--- src/rtl/fft_spectrum_capture.sv ---
// Spectrum capture behind the windowed-FFT stage: drains one frame of bins,
// post-processes each bin (live/average/peak) and serves a registered read port.
module fft_spectrum_capture #(
    parameter int RN   = 16,
    parameter int SIZE = 64,
    parameter int AVG  = 3,
    parameter int AW   = $clog2(SIZE)
) (
    input  logic          clk,
    input  logic          reset,
    input  logic          fft_done,
    output logic          fft_shift,
    input  logic [RN-1:0] fft_data,
    input  logic [1:0]    mode,
    input  logic          clear,
    input  logic [AW-1:0] rd_addr,
    output logic [RN-1:0] rd_data,
    output logic          busy,
    output logic          frame,
    output logic [7:0]    dropped
);

    localparam int CW = AW + 1;

    typedef enum logic [1:0] {IDLE, SHIFT, TAIL} state_t;

    state_t          state;
    logic [CW-1:0]   cyc;
    logic [1:0]      mode_q;
    logic            seed;
    logic [RN-1:0]   store [SIZE];

    logic            wr_en;
    logic [AW-1:0]   wr_addr;
    logic [RN-1:0]   old;
    logic [RN-1:0]   wr_val;
    logic signed [RN:0] diff;
    logic signed [RN:0] step_v;

    // cyc holds the index of the current cycle relative to fft_done (c0)
    always_comb begin
        wr_en   = busy && (cyc >= CW'(2));
        wr_addr = AW'(cyc - CW'(2));
        old     = store[wr_addr];
        diff    = $signed({1'b0, fft_data}) - $signed({1'b0, old});
        step_v  = diff >>> AVG;
        wr_val  = fft_data;
        if (!seed) begin
            case (mode_q)
                2'd1:    wr_val = RN'($unsigned({1'b0, old}) + $unsigned(step_v));
                2'd2:    wr_val = (old > fft_data) ? old : fft_data;
                default: wr_val = fft_data;
            endcase
        end
    end

    always_ff @(posedge clk or posedge reset) begin
        if (reset) begin
            state     <= IDLE;
            cyc       <= '0;
            mode_q    <= '0;
            seed      <= 1'b1;
            fft_shift <= 1'b0;
            busy      <= 1'b0;
            frame     <= 1'b0;
            dropped   <= '0;
            rd_data   <= '0;
            for (int i = 0; i < SIZE; i++) store[i] <= '0;
        end else begin
            frame   <= 1'b0;
            rd_data <= store[rd_addr];
            if (fft_done && state != IDLE && dropped != 8'hff)
                dropped <= dropped + 8'd1;
            unique case (state)
                IDLE: begin
                    if (fft_done) begin
                        state     <= SHIFT;
                        cyc       <= CW'(1);
                        mode_q    <= mode;
                        fft_shift <= 1'b1;
                        busy      <= 1'b1;
                    end
                end
                SHIFT: begin
                    cyc <= cyc + CW'(1);
                    if (cyc == CW'(SIZE - 1)) begin
                        state     <= TAIL;
                        fft_shift <= 1'b0;
                    end
                end
                TAIL: begin
                    cyc <= cyc + CW'(1);
                    if (cyc == CW'(SIZE + 1)) begin
                        state <= IDLE;
                        busy  <= 1'b0;
                        frame <= 1'b1;
                        seed  <= 1'b0;
                    end
                end
                default: state <= IDLE;
            endcase
            // clear zeroes everything, but a same-edge capture write wins
            if (clear) begin
                for (int i = 0; i < SIZE; i++) store[i] <= '0;
                seed <= 1'b1;
            end
            if (wr_en) store[wr_addr] <= wr_val;
        end
    end

endmodule

--- config.mk ---
export PLATFORM = sky130hd
export DESIGN_NAME = fft_spectrum_capture
export DESIGN_NICKNAME = d
export VERILOG_FILES = /design/src/rtl/fft_spectrum_capture.sv
export SDC_FILE = /design/constraint.sdc
export NUM_CORES = 2
export LEC_CHECK = 0
export ABC_AREA = 0
export CAP_MARGIN = 20
export CORE_MARGIN = 2
export CORE_UTILIZATION = 40
export CTS_CLUSTER_SIZE = 8
export DETAILED_ROUTE_END_ITERATION = 6
export HOLD_SLACK_MARGIN = 0.05
export SETUP_SLACK_MARGIN = 0.1
export SLEW_MARGIN = 0
export SYNTH_ARGS = -nofsm -noshare
export SYNTH_HDL_FRONTEND = slang
export SYNTH_SLANG_ARGS = --single-unit
--- constraint.sdc ---
create_clock -name clk -period 65.6 [get_ports clk]
set_clock_uncertainty 0.05 [all_clocks]
set_input_delay 13.12 -clock clk [delete_from_list [all_inputs] [get_ports clk]]
set_output_delay 13.12 -clock clk [all_outputs]
set_load 0.005 [all_outputs]
### Word-level counts from Yosys, hierarchy flattened

Cells that the tools add are included.

| operators by class | value |
|---|---|
| $add $sub $neg | 5 |
| magnitude comparators | 5 |
| equal/unequal tests | 10 |
| mux-type cells | 29 |
| bitwise operators | 2 |
| reductions and logical operators | 18 |

Operator list:

| cell | count |
|---|---|
| two-way mux 1024 bit | 2 |
| bitwise mux 1024 bit | 1 |
| binary-select mux 16 bit (select 6 bit) | 2 |
| two-way mux 16 bit | 7 |
| demux 16 bit (select 6 bit) | 1 |
| case mux 16 bit (2 select lines) | 1 |
| subtractor 16 x 16 -> 17 bit | 1 |
| adder 16 bit | 1 |
| > comparator 16 bit | 1 |
| >= comparator 7 bit, second input constant | 2 |
| inverter 6 -> 7 bit | 2 |
| case mux 7 bit (2 select lines) | 1 |
| nonzero test 2 bit | 6 |
| AND reduction 3 bit | 3 |
| adder 8 x 1 -> 8 bit, second input constant | 1 |
| inequality test 8 bit, second input constant | 1 |
| adder 7 x 1 -> 7 bit, second input constant | 1 |
| equality test 7 x 6 -> 1 bit, second input constant | 1 |
| equality test 7 bit, second input constant | 1 |
| >= comparator 7 x 2 -> 1 bit, second input constant | 1 |
| less-than comparator 7 x 1 -> 1 bit, second input constant | 1 |
| two-way mux 1 bit | 7 |
| two-way mux 7 bit | 1 |
| two-way mux 2 bit | 3 |
| other kinds (10) | 20 |

| word-level totals | value |
|---|---|
| register bits | 1063 |
| bits of input ports | 28 |
| output and inout port bits | 27 |
| logic and storage cells | 142 |

### Depth between registers and ports, before layout

| depth | value |
|---|---|
| word-level depth | 11 |
| gate-level depth with buffers | 39 |
| mapped depth without buffers | 27 |

### Worst setup path before layout

OpenSTA, ideal clock, no wires.

| timing | value |
|---|---|
| kind | input-to-reg |
| from | input port fft_data[6] |
| to | register store[1007] (netlist bit) |
| setup time | 0.138 ns |
| data arrival time | 17.199 ns |
| data required time | 65.412 ns |
| setup slack | 48.213 ns |
| cell stages on the path | 21 |
| path buffers | 3 |
| cells stage by stage | ha_1 > clkbuf_1 > a21o_1 > a211oi_1 > nor2b_1 > nor2_1 > a31oi_1 > mux2_2 > a211oi_1 > ha_1 > o21ai_0 > a21oi_1 > a21oi_1 > o21ai_0 > a31oi_1 > nor3_1 > mux2_2 > a211oi_2 > buf_2 > buf_2 > o211ai_1 |

| on the way | value |
|---|---|
| longest elaborated chain between the ends | 6 |
| elaborated cells between the ends (all ways) | 8 |
| classes of those cells | add/sub: 2; order compare: 1; mux: 5 |

Ends and longest elaborated chain:

| what | line | source |
|---|---|---|
| start: declaration | 13 | `input logic [RN-1:0] fft_data,` |
| subtractor 16 x 16 -> 17 bit or > comparator 16 bit (tied branches) | 45, 51 |  |
| adder 16 bit or two-way mux 16 bit (tied branches) | 50, 51 |  |
| case mux 16 bit (2 select lines) * | 49 | `case (mode_q)` |
| two-way mux 16 bit * | 48 | `if (!seed) begin` |
| bitwise mux 1024 bit * | 107 | `if (wr_en) store[wr_addr] <= wr_val;` |
| two-way mux 1024 bit * | 107 |  |
| end signal: indexed assignment | 107 |  |
| end: declaration | 31 | `logic [RN-1:0] store [SIZE];` |

Every way passes the cells marked *; elsewhere a longest branch is shown, timed or not.
A chain may end at the register's enable or synchronous reset.

### Worst setup path after layout

| timing | value |
|---|---|
| from | input port fft_data[6] |
| to | register store[735] (netlist bit) |

The elaborated chain is that of the path after synthesis.

==> run_results.csv <==
group,metric,value,unit
setup_path,path_buf_inv,3,
timing,tightest_slew,1.24,ns
drt,finalWirelength,202,mm
synthesis,synth_compound_area_frac,0.116,
timing,period_minus_slack,18.19,ns
synthesis,seq_area_frac_synth,0.436,
setup_path,cp_data_required_time,66.25,ns
setup_path,crit_type,"primary input to register",
floorplan,initial_core_util,0.402,
global_route,antenna_found_initial,12,
setup_path,critPathMaxStageDelay,0.51,ns
clock_tree,cts_num_sinks,1063,
setup_path,path_cells,"clkdlybuf4s50_1 -> ha_1 -> a21o_1 -> a211oi_1 -> nor2b_1 -> nor2_1 -> a31o_2 -> a21oi_1 -> xnor2_1 -> ha_1 -> a41oi_1 -> o21ai_0 -> a31oi_1 -> o21ai_0 -> a31oi_1 -> nand3_1 -> mux2i_4 -> buf_4 -> nor2_1 -> buf_4 -> a22oi_1",
synthesis,synth_edf_count,0,
clock_tree,clk_pin_slew,0.05,ns
synthesis,synth_largest_area_cell,"dfrtp_1",
floorplan,rows,143,
run_status,violations,"DRC",
synthesis,synthArstFlopShare,1.00,
pwr,power.leakage,26.7,nW
clock_tree,cts_tree,"built",
hold_path,hold_class,"register to register",
floorplan,ios,55,
timing,max_slew_margin,0.171,
placed_design,placed_area,0.0628,mm^2
synthesis,ys_warn_count,0,
synthesis,synth_area,0.0611,mm^2
synthesis,synthesis.nets,5142,
flow_run,maxCapViolCount,0,
clock_tree,clk_latency,0.80,ns
clock_tree,htree_levels,4,
timing,rsz0062_at_grt,"no",
setup_path,cp-start-kind,"primary input",
placed_design,dp_slack,46.64,ns
layout,final_nets,4886,
placed_design,place_hpwl,117,mm
layout,num-fill-cells,13800,
synthesis,avgSynthCellArea,12.1,um^2
synthesis,synthTopCellsByArea,"dfrtp_1 (44%), mux4_2 (23%), nand3b_1 (12%)",
global_route,grt_usage,0.259,
setup_path,crit_path_end_kind,"register",
floorplan,die_x,395,um
clock_tree,cts_buffers,151,
timing,setup_violations,0,
global_route,grt_max_degree,269,
synthesis,synth-simple-area-share,0.150,
placed_design,place_inst,6685,
clock_tree,hold_buffers,0,
layout,layout-drive-gt1-share,0.206,
timing,fin_crit_sh,0.277,
setup_path,crit_arrival,18.84,ns
pwr,vdd_ir_drop_max,0.0568,mV
global_route,grt_pass1_vias,44200,
run_status,status,"complete, but fails checks",
timing,max_freq,55.0,MHz
drt,ant_nets,0,
timing,hold_viol,0,
clock_tree,cts_root_buf,"clkbuf_16",
synthesis,postSynthCellCount,5067,
drt,dr.pass1.iters,7,
pwr,finalPower,2.13,mW
clock_tree,cts_buffer_depth,3,
drt,num_vias,45300,
synthesis,synth_cell_types,75,
floorplan,core,0.152,mm^2
synthesis,synth_xor_area_frac,0.00445,
synthesis,synth_common_cells,"dfrtp_1 (1,062), o21ai_0 (968), nand3b_1 (966)",
placed_design,gp_congestion,0.963,
synthesis,yosysMostFrequentCell,"dfrtp_1",
timing,slew_viol_final,0,
drt,first_iter_violations,5799,
layout,finalInstanceArea,0.0669,mm^2
timing,worst_slack,47.41,ns
layout,stdcell_count,6860,
clock_tree,post_cts_buffers,0,
synthesis,ys_ff_latch,1063,
drt,wl_per_cell,29.5,um
layout,final_util,0.441,
placed_design,port-buffer-count,54,
drt,drcViolationCount,1,
floorplan,die_area,0.156,mm^2
pwr,powerDensity,31.7,mW/mm^2
timing,fin_hold_ws,0.448,ns
synthesis,synth_top_area_frac,0.435,
synthesis,synthAdderAreaFrac,0.00975,
floorplan,chipHeight,395,um
synthesis,synthFlopType,"dfrtp_1",
setup_path,slowest_stage,"buf_4",
global_route,grt_pass1_wl,304,mm
layout,syn_to_final_growth,9.63,%
synthesis,synth_top_family_by_area,"multiplexers",
setup_path,crit_path_max_fanout,49,
global_route,overflow,0,
drt,viasPerCell,6.61,
setup_path,crit_family,"compound AO/OA/AOI/OAI gates",
clock_tree,ctsResizeCount,0,
timing,setup_tns,0,ns
synthesis,synth.mux.area_fraction,0.240,
sequential cells by signal (all words and copies together) (netlist names):
signal and count:
rd_data 16, mode_q 2, cyc 7, state 2
dropped 8, busy 1, seed 1, store 1024
frame 1, fft_shift 1
cell type report:
cell class	instances	area (um^2)	share of cell area
multi-input cells	3359	31900	0.476
flip-flops and latches	1063	26600	0.397
clock buffers	160	3950	0.0590
well taps	2030	2540	0.0379
repair buffers	193	1700	0.0253
inverters	43	169	0.00252
clock inverters	9	109	0.00163
diodes	3	7.51	0.000112
routing by layer:
metal  wire length, um  GRT usage  share of wire
met1             82000      0.362           0.41
met2             91500      0.387           0.45
met3             19300     0.0538          0.095
met4              9420      0.118          0.047
met5               101          0        0.00050
worst paths after layout:
kind                             start    endpoint  slack (ns)  depth (start not counted)
max                        fft_data[6]  store[735]       47.41                         21
max in group asynchronous        reset  store[709]       48.22                          8
min reg2reg                 dropped[7]  dropped[7]        0.45                          1
max reg2reg                     cyc[1]  store[735]       54.41                         28
min in group asynchronous        reset  store[889]       12.79                          2
min                         dropped[7]  dropped[7]        0.45                          1
layout by cell type, fill, tap and decap left out, types with 8 or more instances in the layout:
cell,instances
nand3_1,31
clkbuf_16,157
and2_1,8
o21ai_1,60
a21oi_1,37
nand2_1,123
a22oi_1,23
mux4_2,619
dfrtp_1,1060
nor3b_1,10
a221oi_4,10
nand2_2,11
nor3_1,11
a21o_1,17
o21ai_0,968
nor2b_1,14
nand3b_1,966
nor2_1,45
mux2_2,14
xor2_1,10
buf_4,132
a211oi_1,27
and3_1,8
mux2i_1,53
xnor2_1,19
inv_1,40
nand2b_1,24
and3b_1,46
o22ai_1,17
ha_1,45
a31oi_1,54
clkdlybuf4s50_1,49
logic make-up (layout without fill, tap and decap cells):
kind of cell	after synthesis	in the layout
muxes	687	687
adders and majority gates	47	47
DFF	1063	1063
other	0	3
and+or+nand+nor	1322	1322
buffers and inverters	645	405
xor gates and xnor gates	31	31
AOI/OAI and AO/OA	1272	1272
where the power goes:
| part | internal [mW] | switching (mW) | leakage, nW |
|---|---|---|---|
| logic | 0.246 | 0.402 | 9.93 |
| clock network | 0.420 | 0.290 | 1.99 |
| registers | 0.712 | 0.0555 | 14.8 |
| total | 1.38 | 0.748 | 26.7 |
(Power assumes the default switching activity.)
